`src/rtl/seq_alu_if.sv`:
```
// Operand/result bus for seq_alu: control and operands in, handshake and results out.
interface seq_alu_if #(
  parameter int unsigned WIDTH = 16
);
  logic             Enable;
  logic             Start;
  logic [3:0]       OpCode;
  logic [1:0]       OperandSelect;
  logic             UpdateFlag;
  logic             UpdateResult;
  logic [WIDTH-1:0] Bus_A;
  logic [WIDTH-1:0] Bus_B;
  logic             Busy;
  logic             Done;
  logic [WIDTH-1:0] Read_T1;
  logic [WIDTH-1:0] Read_T2;
  logic [3:0]       Read_Flag;

  modport master (
    output Enable, Start, OpCode, OperandSelect, UpdateFlag, UpdateResult, Bus_A, Bus_B,
    input  Busy, Done, Read_T1, Read_T2, Read_Flag
  );

  modport slave (
    input  Enable, Start, OpCode, OperandSelect, UpdateFlag, UpdateResult, Bus_A, Bus_B,
    output Busy, Done, Read_T1, Read_T2, Read_Flag
  );
endinterface

```
`src/rtl/seq_alu.sv`:
```
// Sequential ALU: single-cycle add/sub/logic/shift ops plus an iterative shift-add
// unsigned multiply producing a 2*WIDTH product over WIDTH enabled cycles.
module seq_alu #(
  parameter int unsigned WIDTH = 16,
  parameter int unsigned SHW   = $clog2(WIDTH)
) (
  input logic     ClockInput,
  input logic     ResetInput,
  seq_alu_if.slave aluBus
);

  typedef enum logic [3:0] {
    OP_ADD = 4'b0000, OP_SUB = 4'b0001,
    OP_AND = 4'b0100, OP_OR  = 4'b0101, OP_XOR = 4'b0110,
    OP_SHL = 4'b1000, OP_SHR = 4'b1001, OP_SAR = 4'b1010,
    OP_MUL = 4'b1011
  } opCode_t;

  typedef enum logic {IDLE, MUL_RUN} state_t;

  state_t             state, nextState;
  logic [WIDTH-1:0]   opA, opB, aluRes, mulCand, mulAddend;
  logic [WIDTH:0]     addTmp, subTmp, shlTmp, shrTmp, sarTmp, mulSum;
  logic [SHW-1:0]     shAmt, mulCount;
  logic [2*WIDTH-1:0] mulProd, mulNext;
  logic               aluC, aluV, isMul, accept, mulLast, latUpdFlag, latUpdRes, doneReg;
  logic [3:0]         aluFlags, mulFlags, flagReg;
  logic [WIDTH-1:0]   t1Reg, t2Reg;

  assign opA    = aluBus.Bus_A;
  assign shAmt  = opB[SHW-1:0];
  assign isMul  = (aluBus.OpCode == OP_MUL);
  assign accept = aluBus.Enable && (state == IDLE) && aluBus.Start;

  always_comb begin
    case (aluBus.OperandSelect)
      2'd0:    opB = aluBus.Bus_B;
      2'd1:    opB = WIDTH'(1);
      2'd2:    opB = '1;
      default: opB = '0;
    endcase
  end

  // Widened temporaries carry the shifted-out bit / carry in their extra position.
  always_comb begin
    addTmp = {1'b0, opA} + {1'b0, opB};
    subTmp = {1'b0, opA} - {1'b0, opB};
    shlTmp = {1'b0, opA} << shAmt;
    shrTmp = {opA, 1'b0} >> shAmt;
    sarTmp = $signed({opA, 1'b0}) >>> shAmt;
    aluRes = addTmp[WIDTH-1:0];
    aluC   = addTmp[WIDTH];
    aluV   = (opA[WIDTH-1] == opB[WIDTH-1]) && (addTmp[WIDTH-1] != opA[WIDTH-1]);
    case (aluBus.OpCode)
      OP_SUB: begin
        aluRes = subTmp[WIDTH-1:0];
        aluC   = subTmp[WIDTH];
        aluV   = (opA[WIDTH-1] != opB[WIDTH-1]) && (subTmp[WIDTH-1] != opA[WIDTH-1]);
      end
      OP_AND: begin aluRes = opA & opB; aluC = 1'b0; aluV = 1'b0; end
      OP_OR:  begin aluRes = opA | opB; aluC = 1'b0; aluV = 1'b0; end
      OP_XOR: begin aluRes = opA ^ opB; aluC = 1'b0; aluV = 1'b0; end
      OP_SHL: begin aluRes = shlTmp[WIDTH-1:0]; aluC = shlTmp[WIDTH]; aluV = 1'b0; end
      OP_SHR: begin aluRes = shrTmp[WIDTH:1];   aluC = shrTmp[0];     aluV = 1'b0; end
      OP_SAR: begin aluRes = sarTmp[WIDTH:1];   aluC = sarTmp[0];     aluV = 1'b0; end
      default: ;
    endcase
    aluFlags = {aluV, aluC, aluRes[WIDTH-1], (aluRes == '0)};
  end

  // One shift-add step: low half holds the remaining multiplier bits.
  always_comb begin
    mulAddend = mulProd[0] ? mulCand : '0;
    mulSum    = {1'b0, mulProd[2*WIDTH-1:WIDTH]} + {1'b0, mulAddend};
    mulNext   = {mulSum, mulProd[WIDTH-1:1]};
    mulFlags  = {2'b00, mulNext[2*WIDTH-1], (mulNext == '0)};
    mulLast   = (mulCount == SHW'(WIDTH - 1));
  end

  always_comb begin
    nextState = state;
    if (aluBus.Enable) begin
      case (state)
        IDLE:    if (aluBus.Start && isMul) nextState = MUL_RUN;
        MUL_RUN: if (mulLast) nextState = IDLE;
        default: nextState = IDLE;
      endcase
    end
  end

  always_ff @(posedge ClockInput) begin
    if (ResetInput) state <= IDLE;
    else            state <= nextState;
  end

  always_ff @(posedge ClockInput) begin
    if (ResetInput) begin
      doneReg    <= 1'b0;
      t1Reg      <= '0;
      t2Reg      <= '0;
      flagReg    <= '0;
      mulProd    <= '0;
      mulCand    <= '0;
      mulCount   <= '0;
      latUpdFlag <= 1'b0;
      latUpdRes  <= 1'b0;
    end else begin
      doneReg <= 1'b0;
      if (accept && isMul) begin
        mulCand    <= opA;
        mulProd    <= {{WIDTH{1'b0}}, opB};
        mulCount   <= '0;
        latUpdFlag <= aluBus.UpdateFlag;
        latUpdRes  <= aluBus.UpdateResult;
      end else if (accept) begin
        doneReg <= 1'b1;
        if (aluBus.UpdateResult) t1Reg   <= aluRes;
        if (aluBus.UpdateFlag)   flagReg <= aluFlags;
      end else if (aluBus.Enable && state == MUL_RUN) begin
        mulProd  <= mulNext;
        mulCount <= mulCount + 1'b1;
        if (mulLast) begin
          doneReg <= 1'b1;
          if (latUpdRes) begin
            t1Reg <= mulNext[WIDTH-1:0];
            t2Reg <= mulNext[2*WIDTH-1:WIDTH];
          end
          if (latUpdFlag) flagReg <= mulFlags;
        end
      end
    end
  end

  assign aluBus.Busy      = (state == MUL_RUN);
  assign aluBus.Done      = doneReg;
  assign aluBus.Read_T1   = t1Reg;
  assign aluBus.Read_T2   = t2Reg;
  assign aluBus.Read_Flag = flagReg;

endmodule

```
`src/flat_wrapper.sv`:
```
// flat-port wrapper written by rule: the top's interface ports become plain ports
module seq_alu_flat 
#(
  parameter int unsigned WIDTH = 16,
  parameter int unsigned SHW   = $clog2(WIDTH)
)
  (ClockInput, ResetInput, aluBus_Enable, aluBus_Start, aluBus_OpCode, aluBus_OperandSelect, aluBus_UpdateFlag, aluBus_UpdateResult, aluBus_Bus_A, aluBus_Bus_B, aluBus_Busy, aluBus_Done, aluBus_Read_T1, aluBus_Read_T2, aluBus_Read_Flag);
  seq_alu_if #(.WIDTH(WIDTH)) aluBus_i ();
  input logic ClockInput;
  input logic ResetInput;
  input wire logic [$bits(aluBus_i.Enable)-1:0] aluBus_Enable;
  input wire logic [$bits(aluBus_i.Start)-1:0] aluBus_Start;
  input wire logic [$bits(aluBus_i.OpCode)-1:0] aluBus_OpCode;
  input wire logic [$bits(aluBus_i.OperandSelect)-1:0] aluBus_OperandSelect;
  input wire logic [$bits(aluBus_i.UpdateFlag)-1:0] aluBus_UpdateFlag;
  input wire logic [$bits(aluBus_i.UpdateResult)-1:0] aluBus_UpdateResult;
  input wire logic [$bits(aluBus_i.Bus_A)-1:0] aluBus_Bus_A;
  input wire logic [$bits(aluBus_i.Bus_B)-1:0] aluBus_Bus_B;
  output wire logic [$bits(aluBus_i.Busy)-1:0] aluBus_Busy;
  output wire logic [$bits(aluBus_i.Done)-1:0] aluBus_Done;
  output wire logic [$bits(aluBus_i.Read_T1)-1:0] aluBus_Read_T1;
  output wire logic [$bits(aluBus_i.Read_T2)-1:0] aluBus_Read_T2;
  output wire logic [$bits(aluBus_i.Read_Flag)-1:0] aluBus_Read_Flag;
  assign aluBus_i.Enable = aluBus_Enable;
  assign aluBus_i.Start = aluBus_Start;
  assign aluBus_i.OpCode = aluBus_OpCode;
  assign aluBus_i.OperandSelect = aluBus_OperandSelect;
  assign aluBus_i.UpdateFlag = aluBus_UpdateFlag;
  assign aluBus_i.UpdateResult = aluBus_UpdateResult;
  assign aluBus_i.Bus_A = aluBus_Bus_A;
  assign aluBus_i.Bus_B = aluBus_Bus_B;
  assign aluBus_Busy = aluBus_i.Busy;
  assign aluBus_Done = aluBus_i.Done;
  assign aluBus_Read_T1 = aluBus_i.Read_T1;
  assign aluBus_Read_T2 = aluBus_i.Read_T2;
  assign aluBus_Read_Flag = aluBus_i.Read_Flag;
  seq_alu #(.WIDTH(WIDTH), .SHW(SHW)) u_core (.ClockInput(ClockInput), .ResetInput(ResetInput), .aluBus(aluBus_i));
endmodule
```
`config.mk`:
```
export PLATFORM = sky130hd
export DESIGN_NAME = seq_alu_flat
export DESIGN_NICKNAME = d
export VERILOG_FILES = /design/src/rtl/seq_alu_if.sv /design/src/rtl/seq_alu.sv /design/src/flat_wrapper.sv
export SDC_FILE = /design/constraint.sdc
export NUM_CORES = 1
export LEC_CHECK = 0
export CORE_UTILIZATION = 30
export DETAILED_ROUTE_END_ITERATION = 16
export PLACE_DENSITY = 0.5
export RECOVER_POWER = 100
export SYNTH_ARGS = -nofsm -noshare
export SYNTH_HDL_FRONTEND = slang
export SYNTH_SLANG_ARGS = --single-unit
```
`constraint.sdc`:
```
create_clock -name ClockInput -period 6.1 [get_ports ClockInput]
set_clock_uncertainty 0.1 [all_clocks]
set_input_delay 1.22 -clock ClockInput [delete_from_list [all_inputs] [get_ports ClockInput]]
set_output_delay 1.22 -clock ClockInput [all_outputs]
set_load 0.05 [all_outputs]
```
# Word-level counts from Yosys, hierarchy flattened
# Index checks and enable logic that the tools add are counted.
# op_classes
add_sub_neg	4
n_eq_ne	18
shift	3
mux	24
bitwise_logic	6
n_reduce_logical	23
# op_table
operator	n
two-way mux 16 bit	9
one-hot mux 16 bit (7 select lines)	1
one-hot mux 16 bit (3 select lines)	1
adder 16 x 16 -> 17 bit	2
logical NOT 32 bit	1
== test 4 bit (second input constant)	5
two-way mux 4 bit	5
<< shifter 16 x 4 -> 17 bit	1
>> shifter 17 x 4 -> 17 bit	1
>>> shifter 17 x 4 -> 17 bit	1
subtractor 16 x 16 -> 17 bit	1
bitwise AND 16 bit	1
logical NOT 16 bit	1
bitwise OR 16 bit	1
bitwise XOR 16 bit	1
AND reduction 5 bit	3
== test 4 x 3 -> 1 bit (second input constant)	3
nonzero test 2 bit	5
logical AND 1 bit	7
inequality test 2 bit (second input constant)	3
OR reduction 6 bit	1
two-way mux 1 bit	5
one-hot mux 1 bit (5 select lines)	1
adder 4 x 1 -> 4 bit (second input constant)	1
11 further kinds	17
# totals
ff_bits	92
in_bits	44
out_inout_bits	38

# Depth between registers and ports, before layout
# logic_depth
depth_word	8
depth_mapped	22
ltp_nobuf	18

# Worst setup path after synthesis
# Ideal clock, no wire load.
# synth_timing
path_type	input-to-reg
from	input aluBus_OperandSelect[0]
to	register u_core.flagReg[0] (netlist: u_core.aluBus.Read_Flag[0])
setup_ns	0.069
arrival_time_ns	5.560
t_required_ns	5.931
slack_ns	0.371
stages	22
cell_sequence	inv_1 ha_1 buf_4 nand3b_4 nand2_4 inv_2 buf_6 buf_2 buf_2 ha_1 nand2b_1 ha_1 or2_2 a221oi_1 o311ai_0 o31a_1 xor2_1 o211ai_1 or4bb_1 or4_1 or4_1 o21ai_1
# synth_between
elab_chain_cells	7
# synth_lines
element	line	source
from (decl)	flat_wrapper.sv:14	input wire logic [$bits(aluBus_i.OperandSelect)-1:0] aluBus_OperandSelect;
== test 2 bit, or another cell as far along	seq_alu.sv:36	case (aluBus.OperandSelect)
one-hot mux 16 bit (3 select lines) *	seq_alu.sv:36	
adder 16 x 16 -> 17 bit, or another cell as far along	seq_alu.sv:46	addTmp = {1'b0, opA} + {1'b0, opB};
one-hot mux 16 bit (7 select lines) *	seq_alu.sv:54	case (aluBus.OpCode)
logical NOT 16 bit *	seq_alu.sv:68	aluFlags = {aluV, aluC, aluRes[WIDTH-1], (aluRes == '0)};
two-way mux 4 bit *	seq_alu.sv:118	if (aluBus.UpdateFlag) flagReg <= aluFlags;
two-way mux 4 bit *	seq_alu.sv:115	end else if (accept) begin
to (signal assigned)	seq_alu.sv:118	
to (signal assigned)	seq_alu.sv:128	if (latUpdFlag) flagReg <= mulFlags;
to (decl)	seq_alu.sv:27	logic [3:0] aluFlags, mulFlags, flagReg;
# Every way passes the cells marked *; elsewhere a longest branch is shown, timed or not. The select of a mux whose other input is x is not followed.
# A chain may end at the register's enable or synchronous reset.

# Worst setup path in the final report
# Ends and elaborated chain as after synthesis.

==> out/metrics.csv <==
stage,metric,value,unit
timing,fmax,0.170,GHz
setup_path,cp-endpoint,u_core.aluBus.Read_Flag[0],
setup_path,critPathLaunch,aluBus_OperandSelect[0],
floorplan,rows,63,
detailed_routing,drtPass1Iterations,5,
clocking,clockRootBuffer,clkbuf_16,
timing,hold_violations,0,
timing,rsz0062_at_grt,no,
detailed_routing,drt_iter0_drc,848,
synthesis,netlist_area,9020,um^2
timing,final_max_slew_viol_count,35,
synthesis,synth_top_area_share,20.4,%
floorplan,core_region_area,29600,um^2
cells_and_area,synthToLayoutAreaGrowth,21.2,%
grt,gr-usage-all-layers,23.4,%
detailed_routing,viasPerCell,5.69,
detailed_routing,drc_errors,0,
cells_and_area,diodes,0,
cells_and_area,nNetsFinal,1458,
setup_path,reg2reg_depth,15,
place,pre_cts_slack,-0.0334,ns
synthesis,synth_edf_count,0,
floorplan,die_width,175,um
synthesis,synthesis.instances,1239,
grt,grt_first_pass_wirelength,55400,um
setup_path,crit_fanout,9,
outcome,violations,"capacitance limit, slew limit",
clocking,path_clk_slew,0.06,ns
power_and_ir_drop,powerDensity,179,nW/um^2
setup_path,endpoint_kind,flop,
clocking,post-cts-setup-buffer-count,0,
setup_path,cp.arrival,6.05,ns
clocking,clock_latency,0.35,ns
synthesis,synth_async_sr_flop_share,0,%
timing,fin_crit_sh,96.2,%
floorplan,ioPinCount,82,
timing,fin_crit,5.87,ns
clocking,ctsResizeCount,0,
synthesis,seq_area_frac_synth,20.4,%
place,io_buffer_count,81,
floorplan,die_y,175,um
power_and_ir_drop,ir_worst_vdd,0.000139,V
synthesis,yosys-top-cells-count,"nor2_1, a21oi_1, nand2_1, dfxtp_1, ha_1",
setup_path,reg2reg_to,u_core.aluBus.Read_Flag[0],
setup_path,critPathKind,input pin to flop,
synthesis,synth_warnings,0,
synthesis,synth_cell_types,82,
clocking,cts_tree,built,
timing,maxSlewHeadroom,-7.23,%
timing,layout_setup_ws,0.232,ns
cells_and_area,fin_cells,1728,
place,post-dp-hpwl,27900,um
grt,overflow,0,
grt,grt_pass1_vias,9547,
clocking,cts_hold_buf,0,
place,dpl.cell_count,1712,
clocking,clk_path_buf_depth,2,
synthesis,syn_avg_cell_area,7.28,um^2
floorplan,start_util,30.4,%
synthesis,synth_top_cell_by_area,dfxtp_1,
clocking,htreeDepth,3,
synthesis,yosysMostFrequentCell,nor2_1,
grt,grt_max_degree,74,
cells_and_area,fillers,3239,
timing,setup_violations,0,
cells_and_area,drive_above_1_share,9.42,%
outcome,status,"finished, violations left",
clocking,cts.sinks,92,
setup_path,required,6.28,ns
detailed_routing,drt_wl_total,35600,um
grt,antenna_found_initial,1,
clocking,cts_buffers,9,
detailed_routing,ant_nets,0,
floorplan,dieArea,30800,um^2
synthesis,synth_fp_nets,1364,
place,gp_congestion,0.978,
timing,worst_slew_pin_slew,1.61,ns
detailed_routing,wire_per_inst,20.6,um
worst_hold_path,worstHoldPathType,flop to flop,
setup_path,r2r-start,u_core.mulProd[0],
synthesis,synth_ff_type,dfxtp_1,
synthesis,ys_top_cells_by_area,"dfxtp_1, ha_1, a21oi_1",
setup_path,startpoint_type,input pin,
setup_path,r2r_slack,1.75,ns
detailed_routing,vias,9824,
flow_run,drv_cap,1,
synthesis,synth_seq_cells,92,
power_and_ir_drop,p_leak,4.37,nW
-- how the worst min path moves through the flow --
stage,from,to,slack (ns),depth (start not counted)
2_1_floorplan,u_core.mulCand[0],u_core.mulCand[0],0.33,2
3_3_place_gp,u_core.mulCand[14],u_core.mulCand[14],0.34,2
3_5_place_dp,u_core.mulCand[14],u_core.mulCand[14],0.34,2
4_1_cts,u_core.mulCand[14],u_core.mulCand[14],0.35,2
5_1_grt,u_core.aluBus.Read_Flag[2],u_core.aluBus.Read_Flag[2],0.37,2
6_report,u_core.aluBus.Read_T2[7],u_core.aluBus.Read_T2[7],0.35,2
-- where the power goes --
group / leakage, nW / internal, mW / switching (mW) / total [mW]
Clock: 0.164 / 0.403 / 0.244 / 0.647
Sequential: 0.742 / 0.607 / 0.00405 / 0.611
Combinational: 3.46 / 0.265 / 0.436 / 0.701
Total: 4.37 / 1.27 / 0.684 / 1.96
-- critical path, cell delays in order --
cell             delay [ns]
clkdlybuf4s50_1        0.47
inv_1                  0.05
ha_1                   0.31
nor2b_1                0.21
buf_4                  0.16
a21oi_1                0.36
ha_1                   0.32
inv_1                  0.07
nand2_1                0.06
o311ai_0               0.83
buf_4                  0.23
o21bai_1               0.12
xor2_1                 0.16
nand2_1                0.08
or4bb_1                0.48
or4_1                  0.39
or4_1                  0.39
o21ai_0                0.13
-- cells by family (layout without fill, tap and decap cells) --
kind of cell	after synthesis	in the layout	synth area share [%]
buffers and inverters	140	239	6.38
DFF	92	92	20.4
AOI/OAI and AO/OA	412	412	31.3
and+or+nand+nor	452	452	23.9
xor gates and xnor gates	30	30	2.91
muxes	32	32	3.69
adders and majority gates	81	81	11.3
-- sequential cells by signal (all words and copies together), names as in the netlist, 4 cells and up --
register                 cells
u_core.aluBus.Read_T1       16
u_core.mulProd              32
u_core.mulCand              16
u_core.aluBus.Read_Flag      4
u_core.mulCount              4
u_core.aluBus.Read_T2       16
-- layout make-up --
| class | count | area, um^2 | area share [%] |
|---|---|---|---|
| clock inverter | 5 | 108 | 0.985 |
| clock buffer | 11 | 233 | 2.13 |
| tap | 390 | 488 | 4.47 |
| inverter | 57 | 214 | 1.96 |
| timing repair buffer | 166 | 1440 | 13.2 |
| multi-input combinational | 1007 | 6600 | 60.4 |
| sequential | 92 | 1840 | 16.9 |
-- stage by stage --
step	TNS, ns	utilization (%)	hold WS (ns)	cell area [um^2]	total power, mW
2_1_floorplan	0	-	0.332	9020	1.05
3_3_place_gp	0	35.8	0.341	10600	1.32
3_5_place_dp	-0.0334	35.8	0.344	10600	1.32
4_1_cts	0	37.0	0.354	11000	1.97
5_1_grt	0	36.9	0.371	10900	2.05
6_report	0	36.9	0.351	10900	1.96
-- routing by layer --
| metal | vias up | GRT usage (%) | part of all wire, % |
|---|---|---|---|
| met1 | 4725 | 30.2 | 44 |
| met3 | 58 | 2.84 | 5.3 |
| met4 | 0 | 8.37 | 2.9 |
| met2 | 307 | 39.7 | 48 |
| li1 | 4734 | - | - |
| met5 | - | 0 | 0 |
-- cells in the final DEF, fill, tap and decap left out, types with 19 or more instances in the layout --
cell type	instances
a221oi_1	23
nand3_1	19
ha_1	80
and2_1	20
nor2_1	158
inv_1	56
o21ai_0	47
clkdlybuf4s50_1	40
nand2_1	126
nor3_1	22
a32oi_1	32
a21oi_1	129
dlygate4sd3_1	40
a211oi_1	31
buf_4	75
nor2b_1	31
mux2i_1	22
dfxtp_1	92
No activity file was read; power rests on OpenSTA's default activity.
